$ cat src/rtl/ddr_line_pkg.sv
// Shared definitions for the cache-line DDR initiator.
//   line_state_e   : master FSM states
//   AXI_BURST_INCR : incrementing burst encoding on arw_burst
//   AXI_SIZE_4B    : beat size code driven on arw_size
//   AXI_RESP_OKAY  : good completion code on bresp/rresp
package ddr_line_pkg;

  typedef enum logic [2:0] {
    ST_IDLE,
    ST_ADDR,
    ST_WDATA,
    ST_WRESP,
    ST_RDATA,
    ST_DONE
  } line_state_e;

  localparam logic [1:0] AXI_BURST_INCR = 2'b01;
  localparam logic [2:0] AXI_SIZE_4B    = 3'b010;
  localparam logic [1:0] AXI_RESP_OKAY  = 2'b00;

endpackage

$ cat src/rtl/ddr_line_master.sv
// ddr_line_master: accepts one whole cache line (write) or a line request
// (read) from a client, issues a single INCR burst of LINE_BEATS 64-bit beats
// on the controller's combined address channel, and returns a completion or
// the filled line on a valid/ready response port. One request in flight.
//
// Ports
//   clk, reset_n                 : clock, asynchronous active-low reset
//   req_*                        : client request (valid/ready, write flag,
//                                  byte address, line data and strobes)
//   resp_*                       : client response (valid/ready, write echo,
//                                  read line, error flag)
//   arw_*                        : combined read/write address channel
//   wvalid..wstrb                : write data channel
//   bvalid..bid                  : write response channel
//   rvalid..rid                  : read data channel
module ddr_line_master
  import ddr_line_pkg::*;
#(
  parameter int          ADDR_BITS  = 27,
  parameter int          LINE_BEATS = 4,
  parameter int          ID_WIDTH   = 1,
  parameter int unsigned MASTER_ID  = 0
) (
  input  logic                    clk,
  input  logic                    reset_n,
  input  logic                    req_valid,
  output logic                    req_ready,
  input  logic                    req_write,
  input  logic [ADDR_BITS-1:0]    req_addr,
  input  logic [64*LINE_BEATS-1:0] req_wdata,
  input  logic [8*LINE_BEATS-1:0] req_wstrb,
  output logic                    resp_valid,
  input  logic                    resp_ready,
  output logic                    resp_write,
  output logic [64*LINE_BEATS-1:0] resp_rdata,
  output logic                    resp_err,
  output logic                    arw_valid,
  input  logic                    arw_ready,
  output logic [ADDR_BITS-1:0]    arw_addr,
  output logic [7:0]              arw_len,
  output logic                    arw_write,
  output logic [ID_WIDTH-1:0]     arw_id,
  output logic [2:0]              arw_size,
  output logic [1:0]              arw_burst,
  output logic                    arw_allStrb,
  output logic                    wvalid,
  input  logic                    wready,
  output logic                    wlast,
  output logic [63:0]             wdata,
  output logic [7:0]              wstrb,
  input  logic                    bvalid,
  output logic                    bready,
  input  logic [1:0]              bresp,
  input  logic [ID_WIDTH-1:0]     bid,
  input  logic                    rvalid,
  output logic                    rready,
  input  logic                    rlast,
  input  logic [1:0]              rresp,
  input  logic [63:0]             rdata,
  input  logic [ID_WIDTH-1:0]     rid
);

  localparam int IDX_W = $clog2(LINE_BEATS);
  localparam int CNT_W = IDX_W + 1;
  localparam int OFF_W = $clog2(LINE_BEATS * 8);
  localparam logic [CNT_W-1:0]    LAST_BEAT = CNT_W'(LINE_BEATS - 1);
  localparam logic [ID_WIDTH-1:0] MID       = ID_WIDTH'(MASTER_ID);

  line_state_e            state_q;
  logic [CNT_W-1:0]       beat_cnt_q;
  logic                   err_q;
  logic                   write_q;
  // Line buffer: {strobes, data} per beat, shared by write issue and read fill.
  logic [71:0]            line_q [LINE_BEATS];

  logic                   arw_valid_q;
  logic [ADDR_BITS-1:0]   arw_addr_q;
  logic [7:0]             arw_len_q;
  logic                   arw_all_strb_q;
  logic                   wvalid_q;
  logic                   wlast_q;
  logic [63:0]            wdata_q;
  logic [7:0]             wstrb_q;
  logic                   bready_q;
  logic                   rready_q;
  logic                   resp_valid_q;

  logic [71:0]            req_beat [LINE_BEATS];
  logic [ADDR_BITS-1:0]   aligned_addr;
  logic [IDX_W-1:0]       beat_idx;
  logic [IDX_W-1:0]       next_idx;
  logic                   at_last;
  logic                   b_bad;
  logic                   r_bad;

  for (genvar gi = 0; gi < LINE_BEATS; gi++) begin : g_beat
    assign req_beat[gi] = {req_wstrb[gi*8 +: 8], req_wdata[gi*64 +: 64]};
    assign resp_rdata[gi*64 +: 64] = line_q[gi][63:0];
  end

  assign aligned_addr = {req_addr[ADDR_BITS-1:OFF_W], {OFF_W{1'b0}}};
  assign beat_idx     = beat_cnt_q[IDX_W-1:0];
  assign next_idx     = beat_idx + 1'b1;
  assign at_last      = (beat_cnt_q == LAST_BEAT);
  assign b_bad        = (bresp != AXI_RESP_OKAY) || (bid != MID);
  // rlast must coincide exactly with the final beat; either side of it is an error.
  assign r_bad        = (rresp != AXI_RESP_OKAY) || (rid != MID) || (rlast != at_last);

  always_ff @(posedge clk or negedge reset_n) begin
    if (!reset_n) begin
      state_q        <= ST_IDLE;
      beat_cnt_q     <= '0;
      err_q          <= 1'b0;
      write_q        <= 1'b0;
      arw_valid_q    <= 1'b0;
      arw_addr_q     <= '0;
      arw_len_q      <= '0;
      arw_all_strb_q <= 1'b0;
      wvalid_q       <= 1'b0;
      wlast_q        <= 1'b0;
      wdata_q        <= '0;
      wstrb_q        <= '0;
      bready_q       <= 1'b0;
      rready_q       <= 1'b0;
      resp_valid_q   <= 1'b0;
      for (int i = 0; i < LINE_BEATS; i++) line_q[i] <= '0;
    end else begin
      case (state_q)
        ST_IDLE: begin
          if (req_valid) begin
            for (int i = 0; i < LINE_BEATS; i++) line_q[i] <= req_beat[i];
            write_q        <= req_write;
            arw_addr_q     <= aligned_addr;
            arw_len_q      <= 8'(LINE_BEATS - 1);
            arw_all_strb_q <= req_write ? &req_wstrb : 1'b1;
            beat_cnt_q     <= '0;
            err_q          <= 1'b0;
            arw_valid_q    <= 1'b1;
            state_q        <= ST_ADDR;
          end
        end
        ST_ADDR: begin
          if (arw_ready) begin
            arw_valid_q <= 1'b0;
            if (write_q) begin
              wvalid_q <= 1'b1;
              wdata_q  <= line_q[0][63:0];
              wstrb_q  <= line_q[0][71:64];
              wlast_q  <= 1'b0;  // a line always has at least two beats
              state_q  <= ST_WDATA;
            end else begin
              rready_q <= 1'b1;
              state_q  <= ST_RDATA;
            end
          end
        end
        ST_WDATA: begin
          if (wready) begin
            beat_cnt_q <= beat_cnt_q + 1'b1;
            if (at_last) begin
              wvalid_q <= 1'b0;
              wlast_q  <= 1'b0;
              bready_q <= 1'b1;
              state_q  <= ST_WRESP;
            end else begin
              wdata_q <= line_q[next_idx][63:0];
              wstrb_q <= line_q[next_idx][71:64];
              wlast_q <= (beat_cnt_q + 1'b1 == LAST_BEAT);
            end
          end
        end
        ST_WRESP: begin
          if (bvalid) begin
            err_q        <= err_q | b_bad;
            bready_q     <= 1'b0;
            resp_valid_q <= 1'b1;
            state_q      <= ST_DONE;
          end
        end
        ST_RDATA: begin
          if (rvalid) begin
            line_q[beat_idx][63:0] <= rdata;
            beat_cnt_q             <= beat_cnt_q + 1'b1;
            err_q                  <= err_q | r_bad;
            if (rlast || at_last) begin
              rready_q     <= 1'b0;
              resp_valid_q <= 1'b1;
              state_q      <= ST_DONE;
            end
          end
        end
        ST_DONE: begin
          if (resp_ready) begin
            resp_valid_q <= 1'b0;
            state_q      <= ST_IDLE;
          end
        end
        default: state_q <= ST_IDLE;
      endcase
    end
  end

  assign req_ready   = (state_q == ST_IDLE);
  assign resp_valid  = resp_valid_q;
  assign resp_write  = write_q;
  assign resp_err    = err_q;
  assign arw_valid   = arw_valid_q;
  assign arw_addr    = arw_addr_q;
  assign arw_len     = arw_len_q;
  assign arw_write   = write_q;
  assign arw_id      = MID;
  assign arw_size    = AXI_SIZE_4B;
  assign arw_burst   = AXI_BURST_INCR;
  assign arw_allStrb = arw_all_strb_q;
  assign wvalid      = wvalid_q;
  assign wlast       = wlast_q;
  assign wdata       = wdata_q;
  assign wstrb       = wstrb_q;
  assign bready      = bready_q;
  assign rready      = rready_q;

endmodule

$ cat config.mk
export PLATFORM = sky130hd
export DESIGN_NAME = ddr_line_master
export DESIGN_NICKNAME = d
export VERILOG_FILES = /design/src/rtl/ddr_line_pkg.sv /design/src/rtl/ddr_line_master.sv
export SDC_FILE = /design/constraint.sdc
export NUM_CORES = 1
export LEC_CHECK = 0
export CORE_ASPECT_RATIO = 1.75
export CORE_MARGIN = 8
export CORE_UTILIZATION = 25
export CTS_BUF_LIST = sky130_fd_sc_hd__clkbuf_4 sky130_fd_sc_hd__clkbuf_8 sky130_fd_sc_hd__clkbuf_16
export CTS_CLUSTER_DIAMETER = 200
export DETAILED_ROUTE_END_ITERATION = 6
export DONT_BUFFER_PORTS = 1
export PLACE_DENSITY = 0.44
export SYNTH_ARGS = -nofsm -noshare
export SYNTH_HDL_FRONTEND = slang
export SYNTH_SLANG_ARGS = --single-unit
$ cat constraint.sdc
create_clock -name clk -period 4.04 [get_ports clk]
set_clock_uncertainty 0.05 [all_clocks]
set_input_delay 0.808 -clock clk [delete_from_list [all_inputs] [get_ports clk]]
set_output_delay 0.808 -clock clk [all_outputs]
set_load 0.005 [all_outputs]
==> impl_metrics.tcl, run 1 <==
set metrics [dict create \
    outcome "complete, but fails checks" \
    violations "DRC, hold timing, slew limit" \
    viasPerCell 5.277 \
    grt_max_degree 399 \
    grt_usage_pct 19.05 \
    htreeDepth 2 \
    slowest_stage "a221o_4" \
    drtAntennaViolNets 0 \
    wl_per_cell_microns 29.81 \
    clock-root-buffer "clkbuf_16" \
    cts.reportedPaths.clkPinSlew_ps 60 \
    grt_pass1_vias 17458 \
    drive_above_1_share_pct 9.315 \
    pwr_density_cell_nw_per_um2 961.0 \
    ys_seq_area_share_pct 46.16 \
    r2r-end "wstrb[7]" \
    crit_required_ps 4440 \
    finish.utilization_pct 25.90 \
    synth-seq-cells 398 \
    yosysMostFrequentCell "dfrtp_1" \
    grt_pass1_wl_mm 135.3 \
    dr_total_vias 17035 \
    antenna_found_initial 6 \
    period_share_pct 77.65 \
    cts_made_buffers 43 \
    clk_path_buf_depth 3 \
    whs_ps -134.2 \
    firstDrtPassIters 7 \
    final_nets 2440 \
    hpwl_mm 66.67 \
    final-max-slew-violation-count 105 \
    drc 11 \
    cp.arrival_ps 3540 \
    holdCritPathClass "input port to async pin" \
    fin_tns_setup_ps 0 \
    drt_iter0_markers 1370 \
    area_growth_pct 2.790 \
    regArea_sq_um 9960 \
    cts-resized-gates 0 \
    die_area_sq_um 96320 \
    vdd_drop_max_mv 0.4466 \
    place.gp.congestion 0.8817 \
    cts_tree "yes" \
    core_sq_um 85640 \
    grt_setup_unrepaired "false" \
    reg2reg_depth 5 \
    fillerInstances 9299 \
    start_util_pct 25.19 \
    die_h_microns 404.6 \
    clock_latency_ps 590 \
    crit_fanout 75 \
    drv_cap 0 \
    slowest_delay_ps 800 \
    ios 775 \
    synth_common_cells "dfrtp_1 (398), nand2_1 (340), buf_4 (299)" \
    netlist_area_sq_um 21570 \
    ys_top_cells_by_area "dfrtp_1 (46%), buf_4 (10%), a31oi_1 (7.5%)" \
    cp_cell_sequence "ha_4 -> ha_1 -> a221o_4 -> buf_12 -> o21ai_0" \
    ys.flop_type "dfrtp_1" \
    max_freq_mhz 318.8 \
    synth_edf_count 0 \
    setup_viol 0 \
    rows 142 \
    multi_input_area_sq_um 8683 \
    numPortBuffers 0 \
    synthCells 2423 \
    tightest_slew_ps 1706 \
    die_w_microns 238.1 \
    yosysWarningCount 0 \
    worstSetupPathType "flop to flop" \
    cellLeakagePower_nw 8.791 \
    cts_sinks 398 \
    synth.distinct_cells 45 \
    reg2reg_from "beat_cnt_q[0]" \
    overflow 0 \
    min_period_ps 3137 \
    syn_avg_cell_area_sq_um 8.904 \
    synthArstFlopShare_pct 100.0 \
    r2r_setup_slack_ps 900 \
    synth_top_area_share_pct 46.16 \
    timing.slew.headroom_pct -13.74 \
    hold_violations 186 \
    startpoint_type "flop" \
    synth_top_area_cell "dfrtp_1" \
    wirelength_mm 96.22 \
    crit_path_end_kind "flop" \
]
through the flow:
stage / power (mW) / cells / setup slack (ps) / instance area (sq um) / hold WS, ps
6_report: 21.31 / 3228 / 902.9 / 22180 / -134.2
2_1_floorplan: 15.35 / 2438 / 1642 / 21630 / 423.3
5_1_grt: 22.77 / 3227 / 703.5 / 22170 / -186.1
4_1_cts: 21.67 / 3224 / 870.5 / 22170 / -195.1
3_3_place_gp: 17.05 / 3146 / 926.5 / 20650 / 440.2
3_5_place_dp: 17.28 / 3146 / 875.6 / 20650 / 445.2
power by group:
group | total (mW) | internal, mW | leakage [nW] | switching [mW]
combinational | 8.29 | 3.24 | 3.49 | 5.04
sequential | 8.71 | 6.00 | 4.55 | 2.71
clock | 4.32 | 2.48 | 0.752 | 1.83
cells by family (layout without fill, tap and decap cells):
kind of cell,Yosys count,after routing,synth area share [%]
flip-flops,398,398,46.16
AND/OR/NAND/NOR,885,885,17.25
buffers and inverters,496,130,14.41
AO/OA/AOI/OAI,504,504,15.32
other,2,21,0.03481
adder cells (fa/ha/maj),6,6,0.3480
multiplexers,132,132,6.478
cell type report:
type                       instances  area share [%]
antenna                            4         0.04514
inverter                          13          0.2313
tap                             1152           6.500
multi-input combinational       1544           39.16
sequential                       398           44.91
clock inverter                    21           1.298
timing repair buffer              39           2.336
clock buffer                      57           5.524
registers in the layout, summed over array words and instances, names as in the netlist:
name,count
arw_addr,22
arw_allStrb,1
arw_len,1
arw_valid,1
arw_write,1
beat_cnt_q,3
bready,1
line_q,32
resp_err,1
resp_rdata,256
resp_valid,1
rready,1
state_q,3
wdata,64
wlast,1
wstrb,8
wvalid,1
placed cells by master, fill, tap and decap left out, drive strengths merged, types with 6 or more instances in the layout:
| master | netlist | routed |
|---|---|---|
| mux2 | 58 | 58 |
| conb | 2 | 17 |
| clkinv | 0 | 11 |
| nand4 | 8 | 8 |
| buf | 368 | 39 |
| o21ai | 76 | 76 |
| o22ai | 74 | 74 |
| dfrtp | 398 | 398 |
| mux2i | 74 | 74 |
| a2bb2oi | 72 | 72 |
| inv | 13 | 16 |
| ha | 6 | 6 |
| nand3 | 257 | 257 |
| nand2 | 340 | 340 |
| nor2 | 259 | 259 |
| a31oi | 259 | 259 |
| clkbuf | 115 | 57 |
| a21oi | 10 | 10 |
worst max-delay path by stage:
stage                       start         to  slack [ps]  cells past startpoint
detailed placement  beat_cnt_q[0]  wdata[63]         880                      5
floorplan           beat_cnt_q[0]   wstrb[7]        1640                      9
CTS                 beat_cnt_q[0]   wstrb[7]         870                      5
finish              beat_cnt_q[0]   wstrb[7]         900                      5
global route        beat_cnt_q[0]  wdata[62]         700                      6
global placement    beat_cnt_q[0]  wdata[63]         930                      5
metal layers:
layer	routed length [microns]	vias up	GRT usage, %
met1	35390	8443	21.55
met2	48040	997	33.31
met4	2941	0	6.057
met5	0	-	0
li1	-	7455	-
met3	9850	140	6.639
what timing repair did:
| item | in CTS | in global routing |
|---|---|---|
| endpoints found under the setup margin | 0 | 0 |
| hold endpoints to repair | 398 | 398 |
| buffers inserted | 0 | 0 |
critical path: cells and delay by family (launching register included):
family / cells / cell delay, ps
fa+ha+maj: 2 / 870
flops: 1 / 640
compound gates: 2 / 970
buf+inv: 1 / 340
Power figures use the tool's default switching activity.
==> run 2: changes to the inputs <==
==> constraint.sdc (replaced) <==
create_clock -name clk -period 2.9 [get_ports clk]
set_clock_uncertainty 0.05 [all_clocks]
set_input_delay 0.58 -clock clk [delete_from_list [all_inputs] [get_ports clk]]
set_output_delay 0.58 -clock clk [all_outputs]
set_load 0.005 [all_outputs]
==> run 2 against run 1 <==
The run ends with hold timing left. Routed wire length fell by 0.15%. Design area rose by 1.2%. Power rose by 40%. Sequential power rose by 38%. Sequential share of layout area fell by 0.52 points. Count of clock-buffer cells in the layout rose by 5. Die area did not move. Register-to-register slack got worse by 510 ps. First-iteration DRC count fell by 8.2%. Maximum frequency rose by 25%. Global-route usage fell by 0.070 points. Non-clock buffer count rose by 25.
==> impl_metrics.tcl, run 2 (same netlist as run 1, synthesis figures left out) <==
set metrics [dict create \
    dr_total_vias 17112 \
    cp_cell_sequence "ha_4 -> inv_1 -> a2111oi_4 -> buf_12 -> nor2_1 -> a31oi_1" \
    crit_required_ps 3340 \
    tightest_slew_ps 1163 \
    holdCritPathClass "input port to async pin" \
    cp.arrival_ps 2950 \
    drt_iter0_markers 1258 \
    path_buf_inv 2 \
    die_area_sq_um 96320 \
    htreeDepth 2 \
    grt_usage_pct 18.98 \
    crit_fanout 86 \
    slowest_delay_ps 660 \
    postCtsHoldBufs 1 \
    grt_pass1_vias 17442 \
    cellLeakagePower_nw 8.929 \
    drive_above_1_share_pct 10.35 \
    start_util_pct 25.19 \
    startpoint_type "flop" \
    place.gp.congestion 0.8870 \
    cts_made_buffers 43 \
    overflow 0 \
    crit_family "compound AO/OA/AOI/OAI gates" \
    final_common_cell "dfrtp_1" \
    core_sq_um 85640 \
    min_period_ps 2509 \
    whs_ps -346.6 \
    wl_per_cell_microns 29.52 \
    die_h_microns 404.6 \
    period_share_pct 86.51 \
    finish.utilization_pct 26.20 \
    crit_path_end_kind "flop" \
    rows 142 \
    grt_setup_unrepaired "false" \
    vdd_drop_max_mv 0.5605 \
    cts-resized-gates 0 \
    grt_pass1_wl_mm 134.9 \
    viasPerCell 5.257 \
    outcome "complete, but fails checks" \
    largest_reg_flops 256 \
    cp-startpoint "beat_cnt_q[0]" \
    worstSetupPathType "flop to flop" \
    cts.reportedPaths.clkPinSlew_ps 70 \
    timing.slew.headroom_pct 22.47 \
    wirelength_mm 96.08 \
    clk_path_buf_depth 3 \
    grt_max_degree 399 \
    numPortBuffers 0 \
    drv_cap 0 \
    fin_tns_setup_ps 0 \
    ios 775 \
    drtAntennaViolNets 0 \
    firstDrtPassIters 5 \
    drc 0 \
    max_freq_mhz 398.6 \
    cts_tree "yes" \
    antenna_found_initial 10 \
    cts_sinks 398 \
    final_nets 2465 \
    reg2reg_from "beat_cnt_q[0]" \
    clock_latency_ps 590 \
    clock-root-buffer "clkbuf_16" \
    cts_setup_buffers 0 \
    hold_violations 398 \
    violations "hold timing" \
    hpwl_mm 68.94 \
    slowest_stage "dfrtp_1" \
    pwr_density_cell_nw_per_um2 1329 \
    final-max-slew-violation-count 0 \
    die_w_microns 238.1 \
    setup_viol 0 \
    final_cell_mix "dfrtp_1 (398), nand2_1 (338), nor2_1 (259), a31oi_1 (259), nand3_1 (257)" \
    area_growth_pct 3.984 \
]
## run 2: worst paths after layout
kind / to / cells past startpoint / slack, ps
max: resp_rdata[99] / 6 / 390
max in group asynchronous: resp_rdata[220] / 0 / 2450
min: arw_addr[20] / 0 / -350
max reg2reg: resp_rdata[99] / 6 / 390
min in group clk: arw_write / 2 / 80
min reg2reg: line_q[212] / 1 / 460
## run 2: layer usage
metal	track usage [%]	wire length (microns)
met1	21.37	35170
met2	32.64	47460
met3	7.340	10500
met4	6.327	2920
met5	0	26
## run 2: where the power goes
group          switching (mW)  internal (mW)
Combinational            7.18           4.84
Sequential               3.66           8.36
Clock                    2.50           3.26
Total                    13.3           16.5
## run 2: cell type report
type | count | area, sq um
Antenna cell | 6 | 15.01
Clock buffer | 62 | 1280
Clock inverter | 16 | 157.7
Sequential cell | 398 | 9960
Multi-Input combinational cell | 1544 | 8683
Timing Repair Buffer | 64 | 845.8
Fill cell | 9223 | 63200
Tap cell | 1152 | 1441
Inverter | 13 | 51.30
## run 2: stage by stage
| stage | total power [mW] | worst slack, ps | instance area (sq um) | instances | hold WS, ps |
|---|---|---|---|---|---|
| after floorplan | 21.38 | 502.4 | 21630 | 2438 | 234.4 |
| after global placement | 24.12 | 381.0 | 20970 | 3170 | 247.2 |
| after detailed placement | 24.42 | 339.4 | 20970 | 3170 | 246.4 |
| after CTS | 30.31 | 332.0 | 22420 | 3249 | -416.4 |
| after global routing | 31.86 | 216.5 | 22430 | 3253 | -399.9 |
| final | 29.81 | 391.1 | 22430 | 3255 | -346.6 |
